File: config.mk
export PLATFORM = sky130hd
export DESIGN_NAME = bpt_update_queue
export DESIGN_NICKNAME = d
export VERILOG_FILES = /design/src/rtl/bpt_update_queue.sv
export SDC_FILE = /design/constraint.sdc
export NUM_CORES = 1
export LEC_CHECK = 0
export CAP_MARGIN = 20
export CORE_UTILIZATION = 48
export DETAILED_ROUTE_END_ITERATION = 8
export PLACE_DENSITY = 0.76
export SETUP_SLACK_MARGIN = 0.1
export SKIP_CTS_REPAIR_TIMING = 1
export SLEW_MARGIN = 20
export SYNTH_ARGS = -nofsm -noshare
export SYNTH_HDL_FRONTEND = slang
export SYNTH_SLANG_ARGS = --single-unit
File: constraint.sdc
create_clock -name CLK -period 3.1 [get_ports CLK]
set_clock_uncertainty 0.2 [all_clocks]
set_input_delay 0.775 -clock CLK [delete_from_list [all_inputs] [get_ports CLK]]
set_output_delay 0.775 -clock CLK [all_outputs]
set_load 0.03 [all_outputs]
File: src/rtl/bpt_update_queue.sv
// bpt_update_queue: small circular FIFO between branch resolution and the
// branch-prediction-table update port. The head entry drives the update
// outputs combinationally and is consumed when the table signals upd_ready.
// Saturating statistics counters track resolved branches, mispredicts and
// updates dropped because the queue was full.
module bpt_update_queue #(
    parameter int DEPTH = 4,
    parameter int PC_W  = 32,
    parameter int CNT_W = 32
) (
    input  logic                       CLK,
    input  logic                       RST,
    input  logic                       br_valid,
    input  logic [PC_W-1:0]            br_pc,
    input  logic                       br_taken,
    input  logic                       br_pred_taken,
    input  logic                       flush,
    input  logic                       clr_stats,
    input  logic                       upd_ready,
    output logic                       enable_res,
    output logic [PC_W-1:0]            pc_res,
    output logic                       taken_res,
    output logic [$clog2(DEPTH):0]     q_count,
    output logic [CNT_W-1:0]           br_cnt,
    output logic [CNT_W-1:0]           mispred_cnt,
    output logic [CNT_W-1:0]           drop_cnt
);

    localparam int AW = $clog2(DEPTH);

    // Entry storage; validity is defined purely by the pointers.
    logic [PC_W-1:0] pc_mem    [DEPTH];
    logic            taken_mem [DEPTH];

    // Pointers carry one extra wrap bit to tell full from empty.
    logic [AW:0] rd_ptr_q, rd_ptr_d;
    logic [AW:0] wr_ptr_q, wr_ptr_d;

    logic [CNT_W-1:0] br_cnt_q, br_cnt_d;
    logic [CNT_W-1:0] mispred_cnt_q, mispred_cnt_d;
    logic [CNT_W-1:0] drop_cnt_q, drop_cnt_d;

    logic empty;
    logic full;
    logic pop_req;
    logic pop;
    logic push;
    logic drop;
    logic mispred;

    assign empty   = (rd_ptr_q == wr_ptr_q);
    assign full    = (rd_ptr_q[AW-1:0] == wr_ptr_q[AW-1:0]) &&
                     (rd_ptr_q[AW] != wr_ptr_q[AW]);
    // A pop frees a slot for a same-cycle push even when the queue is full.
    assign pop_req = !empty && upd_ready;
    assign pop     = pop_req && !flush;
    assign push    = br_valid && !flush && (!full || pop_req);
    assign drop    = br_valid && !flush && full && !pop_req;
    assign mispred = br_valid && (br_taken != br_pred_taken);

    // Head entry is presented without any registering; zeros when empty.
    always_comb begin
        enable_res = !empty;
        pc_res     = '0;
        taken_res  = 1'b0;
        if (!empty) begin
            pc_res    = pc_mem[rd_ptr_q[AW-1:0]];
            taken_res = taken_mem[rd_ptr_q[AW-1:0]];
        end
    end

    assign q_count     = wr_ptr_q - rd_ptr_q;
    assign br_cnt      = br_cnt_q;
    assign mispred_cnt = mispred_cnt_q;
    assign drop_cnt    = drop_cnt_q;

    // Pointer and counter next-state; flush empties by catching rd up to wr.
    always_comb begin
        rd_ptr_d      = rd_ptr_q;
        wr_ptr_d      = wr_ptr_q;
        br_cnt_d      = br_cnt_q;
        mispred_cnt_d = mispred_cnt_q;
        drop_cnt_d    = drop_cnt_q;

        if (flush) begin
            rd_ptr_d = wr_ptr_q;
        end else if (pop) begin
            rd_ptr_d = rd_ptr_q + 1'b1;
        end
        if (push) begin
            wr_ptr_d = wr_ptr_q + 1'b1;
        end

        if (clr_stats) begin
            br_cnt_d      = '0;
            mispred_cnt_d = '0;
            drop_cnt_d    = '0;
        end else begin
            if (br_valid && (br_cnt_q != '1)) begin
                br_cnt_d = br_cnt_q + 1'b1;
            end
            if (mispred && (mispred_cnt_q != '1)) begin
                mispred_cnt_d = mispred_cnt_q + 1'b1;
            end
            if (drop && (drop_cnt_q != '1)) begin
                drop_cnt_d = drop_cnt_q + 1'b1;
            end
        end
    end

    // State registers with synchronous reset.
    always_ff @(posedge CLK) begin
        if (RST) begin
            rd_ptr_q      <= '0;
            wr_ptr_q      <= '0;
            br_cnt_q      <= '0;
            mispred_cnt_q <= '0;
            drop_cnt_q    <= '0;
        end else begin
            rd_ptr_q      <= rd_ptr_d;
            wr_ptr_q      <= wr_ptr_d;
            br_cnt_q      <= br_cnt_d;
            mispred_cnt_q <= mispred_cnt_d;
            drop_cnt_q    <= drop_cnt_d;
        end
    end

    // Tail write; the storage itself is never reset.
    always_ff @(posedge CLK) begin
        if (push && !RST) begin
            pc_mem[wr_ptr_q[AW-1:0]]    <= br_pc;
            taken_mem[wr_ptr_q[AW-1:0]] <= br_taken;
        end
    end

endmodule

==> impl_metrics.ini <==
[routing]
wl_per_cell_um = 18.4
drt_wl_total_um = 25200
drt-pass1-iter-count = 5
drtIter0Drc = 474
vias = 7860
drc = 0
vias_per_cell = 5.74
antenna_left = 0

[setup_path]
crit_buf_inv = 2
reg2reg_slack_ps = 490
cp-start-kind = flop
r2r_start = drop_cnt[0]
critPathCapture = q_count[2]
cp_top_family = buffers and inverters
critPathMaxFanout = 5
critical-path-max-stage-delay_ps = 420
worstRegToRegCells = 7
cp_slowest_cell = dfxtp_1
startpoint = wr_ptr_q[1]
worstSetupPathType = flop to output pin
required_ps = 2120
cp.arrival_ps = 2010
rr_endpoint = drop_cnt[7]
crit_path_cell_trace = inv_1, fa_1, xor2_1, dlymetal6s2s_1
endpoint_kind = output pin
crit_cells = 4

[final_layout]
fin_area_um2 = 14000
nNetsFinal = 1128
fillCellCount = 1541
multiInputGateArea_um2 = 4390
layout.cells.most_common = clkdlybuf4s50_1
syn2layout_area_growth_pct = 33.2
mostFrequentLayoutCells = clkdlybuf4s50_1 (136), edfxtp_1 (132), dfxtp_1 (101), buf_4 (67), nor2_1 (57)
final_layout_size_suffix_gt1_share_pct = 21.2
finalNonFillerCells = 1370
regArea_um2 = 6050
antennaDiodeCount = 0

[floorplanning]
die_x_um = 150
ios = 173
start_util_pct = 49.5
die_area_um2 = 22500
dieHeight_um = 150
core-area_um2 = 21300
fp-row-count = 53

[global_routing]
antenna_found_initial = 0
grt_start_max_net_pins = 34
overflow = 0
grt_pass1_vias = 7483
grt_util_all_layers_pct = 21.6
grt_pass1_wl_um = 38800

[sta]
slew_viol_final = 0
final-hold-violation-count = 0
slew-limit-headroom_pct = 55.7
grt_setup_unrepaired = true
setup_violations = 0
holdWs_ps = 300
setup_slack_ps = 114
tightest_slew_ps = 665
fmax_mhz = 335
period_share_pct = 96.3
min_period_ps = 2990

[yosys]
ys_ff_latch = 236
synth_nets = 908
yosysWarnings = 0
ys.flop_type = edfxtp_1
ys_seq_area_share_pct = 57.4
synth_cells = 857
async_flop_share_pct = 0
syn_area_um2 = 10500
synth_cell_types = 70
avgSynthCellArea_um2 = 12.3
synth_edf_count = 132

[worst_hold_path]
holdPathStages = 2
hp-start = drop_cnt[10]
hold_class = flop to flop

[placed_design]
gp_congestion = 0.830
place_ws_ps = -91.6
port_buffers = 172
dp_cells = 1315
dp_hpwl_um = 16200
dpl_cell_area_um2 = 12900

[cts]
cts_buffers = 25
path_clk_slew_ps = 60
cts_tree = done
worstSkewPairLatency_ps = 510
cts.sink_count = 236
h-tree-depth = 1
clk_path_buf_depth = 3
cts-root-buf = clkbuf_16

[run_status]
status = complete, no violations

[pwr]
powerDensity_nw_per_um2 = 510
total_leakage_power_nw = 4.59
irDropWorstVdd_mv = 0.290
finalPower_mw = 7.15

[flow_run]
drv_cap = 0
==> power breakdown <==
part,internal [mW],total (mW),switching (mW)
logic,0.412,0.874,0.462
clock network,1.73,2.93,1.20
registers,3.33,3.35,0.0186
total,5.48,7.15,1.68
==> per-layer routing <==
layer / global-route usage [%] / part of all wire (%)
met5: 0 / 0
met4: 5.40 / 1.8
met3: 4.18 / 6.9
met2: 36.6 / 49
met1: 28.6 / 43
==> how the worst min path moves through the flow <==
stage                              end  slack (ps)
after CTS                 drop_cnt[10]         290
after global routing        br_cnt[31]         320
after detailed placement  drop_cnt[10]         290
after global placement    drop_cnt[10]         280
after floorplan            wr_ptr_q[0]         340
final                     drop_cnt[10]         300
==> synthesized netlist by cell type (5+ instances only) <==
cell	n	area, um^2
edfxtp_1	132	3960
dfxtp_1	104	2080
nor2_1	58	218
nand2_1	56	210
a21oi_1	47	235
nor2b_1	37	231
mux4_2	33	743
or3_1	31	194
nand3_1	29	145
nand4_1	29	181
xnor2_1	28	245
clkbuf_1	23	86.3
o21ai_0	19	95.1
o31ai_1	15	113
or4_1	15	113
and2_1	13	81.3
and4_1	13	114
inv_1	13	48.8
and3_1	12	75.1
buf_2	11	55.1
nor3_1	11	55.1
ha_1	10	125
xor2_1	10	87.6
nor4_1	9	56.3
o21ai_1	9	45.0
a31oi_1	7	43.8
a211oi_1	6	45.0
a31o_2	5	43.8
==> flip-flops by register name, indices dropped and copies added (netlist names), named ones only <==
register	count
drop_cnt	32
br_cnt	32
wr_ptr_q	3
mispred_cnt	32
rd_ptr_q	3
pc_mem	128
taken_mem	4
==> cell families (layout without fill, tap and decap cells) <==
kind of cell	count (synthesis)	after routing	share of synthesized area, %
compound gates	146	146	9.91
simple gates	334	334	18.2
buf+inv	53	291	2.30
flops	236	236	57.4
fa+ha+maj	11	11	1.38
mux	38	38	7.54
xor+xnor	39	39	3.31
==> worst register-to-register path: stages (launching register included) <==
cell,delay [ps]
dfxtp_1,430
ha_1,280
and2_1,260
nand4_2,240
o31ai_4,680
buf_4,250
or3_1,100
a21oi_1,60
==> metrics by stage <==
step           TNS, ps  utilization [%]
2_1_floorplan        0                -
3_3_place_gp     -3380             60.4
3_5_place_dp     -4190             60.4
4_1_cts          -2800             64.2
5_1_grt              0             65.9
6_report             0             65.9
==> layout make-up <==
class / instances / share of cell area, %
Timing Repair Buffer: 233 / 17.1
Multi-Input combinational cell: 568 / 31.3
Sequential cell: 236 / 43.1
Clock inverter: 15 / 1.14
Tap cell: 275 / 2.45
Clock buffer: 30 / 4.59
Inverter: 13 / 0.348
Note: power is estimated with default switching activity, not from simulation.
